--- config.mk ---
export PLATFORM = sky130hd
export DESIGN_NAME = multicycle_adder
export DESIGN_NICKNAME = d
export VERILOG_FILES = /design/src/rtl/multicycle_adder_pkg.sv /design/src/rtl/multicycle_adder_slice_adder.sv /design/src/rtl/multicycle_adder.sv
export SDC_FILE = /design/constraint.sdc
export NUM_CORES = 1
export LEC_CHECK = 0
export ABC_CLOCK_PERIOD_IN_PS = 10550
export CAP_MARGIN = 15
export CORE_MARGIN = 4
export CORE_UTILIZATION = 34
export DETAILED_ROUTE_END_ITERATION = 10
export DONT_BUFFER_PORTS = 1
export GPL_ROUTABILITY_DRIVEN = 0
export HOLD_SLACK_MARGIN = 0.06
export PLACE_DENSITY_LB_ADDON = 0.15
export SLEW_MARGIN = 20
export SYNTH_ARGS = -nofsm -noshare
export SYNTH_HDL_FRONTEND = slang
export SYNTH_SLANG_ARGS = --single-unit
--- constraint.sdc ---
create_clock -name clk -period 10.55 [get_ports clk]
set_clock_uncertainty 0.05 [all_clocks]
set_input_delay 1.5825 -clock clk [delete_from_list [all_inputs] [get_ports clk]]
set_output_delay 1.5825 -clock clk [all_outputs]
set_load 0.005 [all_outputs]
--- src/rtl/multicycle_adder_pkg.sv ---
// Package for the multicycle adder.
// Holds the FSM state encoding and the default operand / slice widths.
// Optional feature macro used elsewhere: MULTICYCLE_ADDER_SUBTRACT_EN.
package multicycle_adder_pkg;

  localparam int DEFAULT_WIDTH = 32;
  localparam int DEFAULT_SLICE = 8;

  typedef enum logic [1:0] {
    ST_IDLE = 2'd0,
    ST_ADD  = 2'd1,
    ST_DONE = 2'd2
  } state_e;

endpackage

--- src/rtl/multicycle_adder_slice_adder.sv ---
// slice_adder: combinational SLICE-bit ripple-carry adder built from
// full-adder cells. Used by multicycle_adder to add one slice per cycle.
// Ports:
//   a_i, b_i   - slice operands
//   ci_i       - carry into bit 0
//   sum_o      - slice sum
//   co_o       - carry out of the slice MSB
//   msb_ci_o   - carry into the slice MSB (for signed overflow detection)
module slice_adder #(
  parameter int SLICE = 8
) (
  input  logic [SLICE-1:0] a_i,
  input  logic [SLICE-1:0] b_i,
  input  logic             ci_i,
  output logic [SLICE-1:0] sum_o,
  output logic             co_o,
  output logic             msb_ci_o
);

  logic [SLICE:0] c;

  assign c[0] = ci_i;

  for (genvar i = 0; i < SLICE; i++) begin : g_fa
    assign sum_o[i] = a_i[i] ^ b_i[i] ^ c[i];
    assign c[i+1]   = (a_i[i] & b_i[i]) | (c[i] & (a_i[i] ^ b_i[i]));
  end

  assign co_o     = c[SLICE];
  assign msb_ci_o = c[SLICE-1];

endmodule

--- src/rtl/multicycle_adder.sv ---
// multicycle_adder: adds two WIDTH-bit operands SLICE bits per clock using a
// single slice_adder, with a fixed latency of WIDTH/SLICE ADD cycles.
// Optional feature: define MULTICYCLE_ADDER_SUBTRACT_EN to add the sub input;
// with sub=1 the block computes a - b as a + ~b + 1 (cin ignored).
// Ports:
//   clk, rst_n          - clock, asynchronous active-low reset
//   start               - begin an operation (accepted in IDLE or DONE)
//   a, b, cin           - operands and carry-in, sampled on accept
//   sub                 - subtract select (only with the macro defined)
//   busy                - high in ADD
//   done                - one-cycle result-valid pulse (DONE state)
//   sum, cout, overflow - result, carry out of MSB, signed overflow
//   state_dbg           - current FSM state, for observation
// Handshake: start is a request sampled on rising edges only while the FSM is
// in IDLE or DONE; while busy=1 start is ignored. done=1 for exactly one cycle
// and sum/cout/overflow are then held until the next accepted start.
module multicycle_adder
  import multicycle_adder_pkg::*;
#(
  parameter int WIDTH = DEFAULT_WIDTH,
  parameter int SLICE = DEFAULT_SLICE
) (
  input  logic             clk,
  input  logic             rst_n,
  input  logic             start,
  input  logic [WIDTH-1:0] a,
  input  logic [WIDTH-1:0] b,
  input  logic             cin,
`ifdef MULTICYCLE_ADDER_SUBTRACT_EN
  input  logic             sub,
`endif
  output logic             busy,
  output logic             done,
  output logic [WIDTH-1:0] sum,
  output logic             cout,
  output logic             overflow,
  output logic [1:0]       state_dbg
);

  localparam int NSLICE = WIDTH / SLICE;
  localparam int IDXW   = (NSLICE > 1) ? $clog2(NSLICE) : 1;
  localparam logic [IDXW-1:0] LAST_IDX = IDXW'(NSLICE - 1);

  if ((SLICE < 1) || (WIDTH < SLICE) || ((WIDTH % SLICE) != 0)) begin : g_bad_params
    $error("multicycle_adder: WIDTH must be a positive multiple of SLICE");
  end

  state_e            state_q, state_d;
  logic [WIDTH-1:0]  a_q, a_d;
  logic [WIDTH-1:0]  b_q, b_d;
  logic              carry_q, carry_d;
  logic [IDXW-1:0]   idx_q, idx_d;
  logic [WIDTH-1:0]  sum_q, sum_d;
  logic              cout_q, cout_d;
  logic              ovf_q, ovf_d;

  logic [SLICE-1:0]  sl_a, sl_b, sl_sum;
  logic              sl_co, sl_msb_ci;

  // Operand slice currently selected by the index.
  always_comb begin
    sl_a = a_q[int'(idx_q)*SLICE +: SLICE];
    sl_b = b_q[int'(idx_q)*SLICE +: SLICE];
  end

  slice_adder #(.SLICE(SLICE)) u_slice_adder (
    .a_i      (sl_a),
    .b_i      (sl_b),
    .ci_i     (carry_q),
    .sum_o    (sl_sum),
    .co_o     (sl_co),
    .msb_ci_o (sl_msb_ci)
  );

  always_comb begin
    state_d = state_q;
    a_d     = a_q;
    b_d     = b_q;
    carry_d = carry_q;
    idx_d   = idx_q;
    sum_d   = sum_q;
    cout_d  = cout_q;
    ovf_d   = ovf_q;

    case (state_q)
      ST_IDLE, ST_DONE: begin
        if (start) begin
          a_d     = a;
          idx_d   = '0;
          state_d = ST_ADD;
`ifdef MULTICYCLE_ADDER_SUBTRACT_EN
          // Subtraction reuses the adder: invert b and force carry-in to 1.
          b_d     = sub ? ~b : b;
          carry_d = sub ? 1'b1 : cin;
`else
          b_d     = b;
          carry_d = cin;
`endif
        end else begin
          state_d = ST_IDLE;
        end
      end

      ST_ADD: begin
        sum_d[int'(idx_q)*SLICE +: SLICE] = sl_sum;
        carry_d = sl_co;
        if (idx_q == LAST_IDX) begin
          // Only the top slice defines the word-level carry and overflow.
          cout_d  = sl_co;
          ovf_d   = sl_msb_ci ^ sl_co;
          idx_d   = '0;
          state_d = ST_DONE;
        end else begin
          idx_d   = idx_q + 1'b1;
        end
      end

      default: state_d = ST_IDLE;
    endcase
  end

  always_ff @(posedge clk or negedge rst_n) begin
    if (!rst_n) begin
      state_q <= ST_IDLE;
      a_q     <= '0;
      b_q     <= '0;
      carry_q <= 1'b0;
      idx_q   <= '0;
      sum_q   <= '0;
      cout_q  <= 1'b0;
      ovf_q   <= 1'b0;
    end else begin
      state_q <= state_d;
      a_q     <= a_d;
      b_q     <= b_d;
      carry_q <= carry_d;
      idx_q   <= idx_d;
      sum_q   <= sum_d;
      cout_q  <= cout_d;
      ovf_q   <= ovf_d;
    end
  end

  assign busy      = (state_q == ST_ADD);
  assign done      = (state_q == ST_DONE);
  assign sum       = sum_q;
  assign cout      = cout_q;
  assign overflow  = ovf_q;
  assign state_dbg = state_q;

endmodule

==> impl_summary.log <==
INFO  metric outcome = complete, no violations
INFO  metric worst-r2r-setup-slack = 5.83 ns
INFO  metric regToRegEndpoint = sum[31]
INFO  metric timing.final.max_slew_violations = 0
INFO  metric power_frac_seq = 0.383
INFO  metric drt_drc_violations_left = 0
INFO  metric fin_ws = 5.83 ns
INFO  metric tritoncts_clock_tree = yes
INFO  metric rr_worst_depth = 12
INFO  metric synthAdderAreaFrac = 0.0519
INFO  metric via_count = 2961
INFO  metric multiInputGateArea = 0.00179 mm²
INFO  metric finalCriticalPeriod = 4.72 ns
INFO  metric criticalPathCategory = register to register
INFO  metric routed_wirelength = 10800 µm
INFO  metric rows = 41
INFO  metric num_antenna_cells = 0
INFO  metric fillerInstances = 1333
INFO  metric flow.area_growth_from_synthesis = 9.30%
INFO  metric avgRoutedWirePerCell = 18.1 µm
INFO  metric r2r_start = idx_q[0]
INFO  metric synthMuxAreaShare = 0.0820
INFO  metric non_filler_instance_count_after_layout = 600
INFO  metric ys_types = 29
INFO  metric num-nets-final = 505
INFO  metric intPower = 0.00104 W
INFO  metric cp.arrival = 4.91 ns
INFO  metric post_synth.cell_area_avg = 10.6 µm²
INFO  metric hpwlAfterDp = 7780 µm
INFO  metric drive_gt1_frac = 0.0958
INFO  metric cts_buffers = 9
INFO  metric p_per_area = 355 mW/mm²
INFO  metric drv.max_cap_violation_count = 0
INFO  metric cts_hold_buffers = 0
INFO  metric slew-limit-headroom = 0.510
INFO  metric setup_viol = 0
INFO  metric clock_tree.buffer_depth = 2
INFO  metric dp_worst_setup_slack = 5.77 ns
INFO  metric synth.yosys.warnings = 0
INFO  metric antenna_left = 0
INFO  metric grt_setup_unrepaired = false
INFO  metric drtPass1Iterations = 4
INFO  metric synth_largest_area_cell = sky130_fd_sc_hd__dfrtp_1
INFO  metric sw_frac_of_total = 0.408
INFO  metric netlist.area_leader.share = 0.568
INFO  metric max_freq = 212 MHz
INFO  metric synth_flop_cell = sky130_fd_sc_hd__dfrtp_1
INFO  metric number_of_antenna_violations_at_the_first_check_in_global_routing = 0
INFO  metric mostFrequentLayoutCells = 201 x sky130_fd_sc_hd__nand2_1, 103 x sky130_fd_sc_hd__dfrtp_1, 26 x sky130_fd_sc_hd__o2bb2ai_1
INFO  metric post-place-cells = 584
INFO  metric netlist_area_pre_place = 0.00453 mm²
INFO  metric drt_via_density = 4.94
INFO  metric clock_insertion_delay_at_the_later_pin_of_the_skew_report = 0.35 ns
INFO  metric die_w = 123 µm
INFO  metric worst_hold_path.endpoint = a_q[12]
INFO  metric dieArea = 0.0152 mm²
INFO  metric total_switching_power = 0.000718 W
INFO  metric finalCritPeriodShare = 0.448
INFO  metric fp.dieH = 123 µm
INFO  metric core_area = 0.0128 mm²
INFO  metric count_of_routing_violations_after_the_opening_detailed_route_iteration = 166
INFO  metric totalNegativeSetupSlack = 0 ns
INFO  metric final_hold_viol_count = 0
INFO  metric port-buffer-count = 0
INFO  metric cts_root_buffer_type = sky130_fd_sc_hd__clkbuf_16
INFO  metric grt_first_pass_wirelength = 17300 µm
INFO  metric grt_remaining_overflow = 0
INFO  metric worst-path-max-fanout = 12
INFO  metric grt_max_degree = 104
INFO  metric postCtsSetupRepairBufs = 0
INFO  metric synth_simple_gate_area_frac = 0.190
INFO  metric yosys.area_share.xor_xnor = 0.00193
INFO  metric final_common_cell = sky130_fd_sc_hd__nand2_1
INFO  metric critPathCaptureType = register
INFO  metric first_global_vias = 3120
INFO  metric count_of_flip_flops_with_a_built_in_enable_after_synthesis = 0
INFO  metric clkPwrFrac = 0.174
INFO  metric synth_seq_area_share = 0.568
INFO  metric synth_compound_gate_area_share = 0.0687
INFO  metric cell_depth_of_the_worst_min_delay_path = 2
INFO  metric total_leakage_power = 2.43 nW
INFO  metric netlist_top_cells_area = sky130_fd_sc_hd__dfrtp_1 57%, sky130_fd_sc_hd__nand2_1 17%, sky130_fd_sc_hd__mux4_2 7.9%
INFO  metric worstHoldPathType = register to register
INFO  metric peakVddDrop = 162 µV
INFO  metric critical_path.startpoint_type = register
INFO  metric synth-async-reset-ratio = 1.00
INFO  metric cts_num_sinks = 103
INFO  metric ffs_latches_synth = 103
INFO  metric synth.net_count = 511
INFO  metric synth_cells = 429
INFO  metric timing_worst_slew_pin_value = 0.734 ns
INFO  metric htreeDepth = 3
INFO  metric pin_count = 106
INFO  metric worst_hold_startpoint = a_q[12]
INFO  metric number_of_gates_resized_after_cts = 0
INFO  metric clock_slew_seen_by_the_registers_of_the_worst_setup_and_hold_paths = 0.07 ns
INFO  metric critPathRequiredTime = 10.74 ns
INFO  metric initial_cell_density_of_the_core = 0.354
INFO  metric seqCellArea = 0.00258 mm²
INFO  metric combinationalPowerShare = 0.443
INFO  metric grt.total_usage = 0.152
INFO  metric combinational_family_with_the_most_area_after_synthesis = simple AND/OR/NAND/NOR gates
-- critical path, stage by stage (launching register included) --
cell                      delay (ns)
sky130_fd_sc_hd__dfrtp_1        0.79
sky130_fd_sc_hd__mux4_2         0.35
sky130_fd_sc_hd__inv_1          0.05
sky130_fd_sc_hd__fa_1           0.40
sky130_fd_sc_hd__fa_1           0.39
sky130_fd_sc_hd__fa_1           0.41
sky130_fd_sc_hd__fa_1           0.40
sky130_fd_sc_hd__fa_1           0.39
sky130_fd_sc_hd__fa_1           0.37
sky130_fd_sc_hd__inv_1          0.08
sky130_fd_sc_hd__fa_1           0.23
sky130_fd_sc_hd__fa_1           0.48
sky130_fd_sc_hd__a22o_1         0.22
-- registers in the layout, indices dropped and copies added, names as in the netlist --
register,cells
sum,32
carry_q,1
cout,1
a_q,32
state_dbg,2
idx_q,2
overflow,1
b_q,32
-- synthesized netlist by cell type (3+ instances only) --
cell type,count
sky130_fd_sc_hd__a22o_1,6
sky130_fd_sc_hd__buf_2,8
sky130_fd_sc_hd__clkbuf_1,9
sky130_fd_sc_hd__dfrtp_1,103
sky130_fd_sc_hd__fa_1,8
sky130_fd_sc_hd__ha_1,6
sky130_fd_sc_hd__inv_1,19
sky130_fd_sc_hd__mux4_2,16
sky130_fd_sc_hd__nand2_1,201
sky130_fd_sc_hd__nand3_1,3
sky130_fd_sc_hd__o2bb2ai_1,26
-- power groups by stage --
stage               registers [W]  logic, W  clock network [W]
detailed placement       0.000686  0.000791                  0
global placement         0.000684  0.000773                  0
finish                   0.000675  0.000779           0.000307
global route             0.000700  0.000879           0.000336
CTS                      0.000681  0.000794           0.000318
floorplan                0.000631  0.000595                  0
-- metrics by stage --
stage                     hold WS (ns)  instance area (µm²)  power [W]   util
after CTS                        0.428                 4950    0.00179  0.386
after detailed placement         0.411                 4680    0.00148  0.365
after global placement           0.405                 4680    0.00146  0.365
after global routing             0.443                 4960    0.00192  0.386
after floorplan                  0.390                 4530    0.00123      -
final                            0.424                 4960    0.00176  0.386
-- how the worst max path moves through the flow --
stage,from,end,slack (ns),cells after the start
detailed placement,idx_q[0],sum[15],5.77,12
global route,idx_q[0],sum[31],5.56,12
finish,idx_q[0],sum[31],5.83,12
global placement,idx_q[0],sum[31],5.83,12
floorplan,idx_q[1],sum[15],6.04,14
CTS,idx_q[0],sum[31],5.74,12
-- layout make-up --
type / count / share of cell area
Multi-Input combinational cell: 286 / 0.362
Sequential cell: 103 / 0.520
Inverter: 20 / 0.0151
Clock inverter: 7 / 0.00959
Tap cell: 172 / 0.0434
Timing Repair Buffer: 3 / 0.00454
Clock buffer: 9 / 0.0454
-- per-layer routing --
metal | GRT usage | vias to the layer above | share of wire
met1 | 0.207 | 1468 | 0.45
met4 | 0.0484 | 0 | 0.012
met5 | 0 | - | 0
met3 | 0.0531 | 9 | 0.084
met2 | 0.227 | 90 | 0.46
li1 | - | 1394 | -
-- logic make-up (layout without fill, tap and decap cells) --
| group | Yosys count | after routing |
|---|---|---|
| flip-flops | 103 | 103 |
| XOR/XNOR | 1 | 1 |
| AND/OR/NAND/NOR | 217 | 217 |
| multiplexers | 17 | 17 |
| adder cells (fa/ha/maj) | 14 | 14 |
| AO/OA/AOI/OAI | 37 | 37 |
| buffers and inverters | 40 | 39 |
No activity file was read; power rests on OpenSTA's default activity.
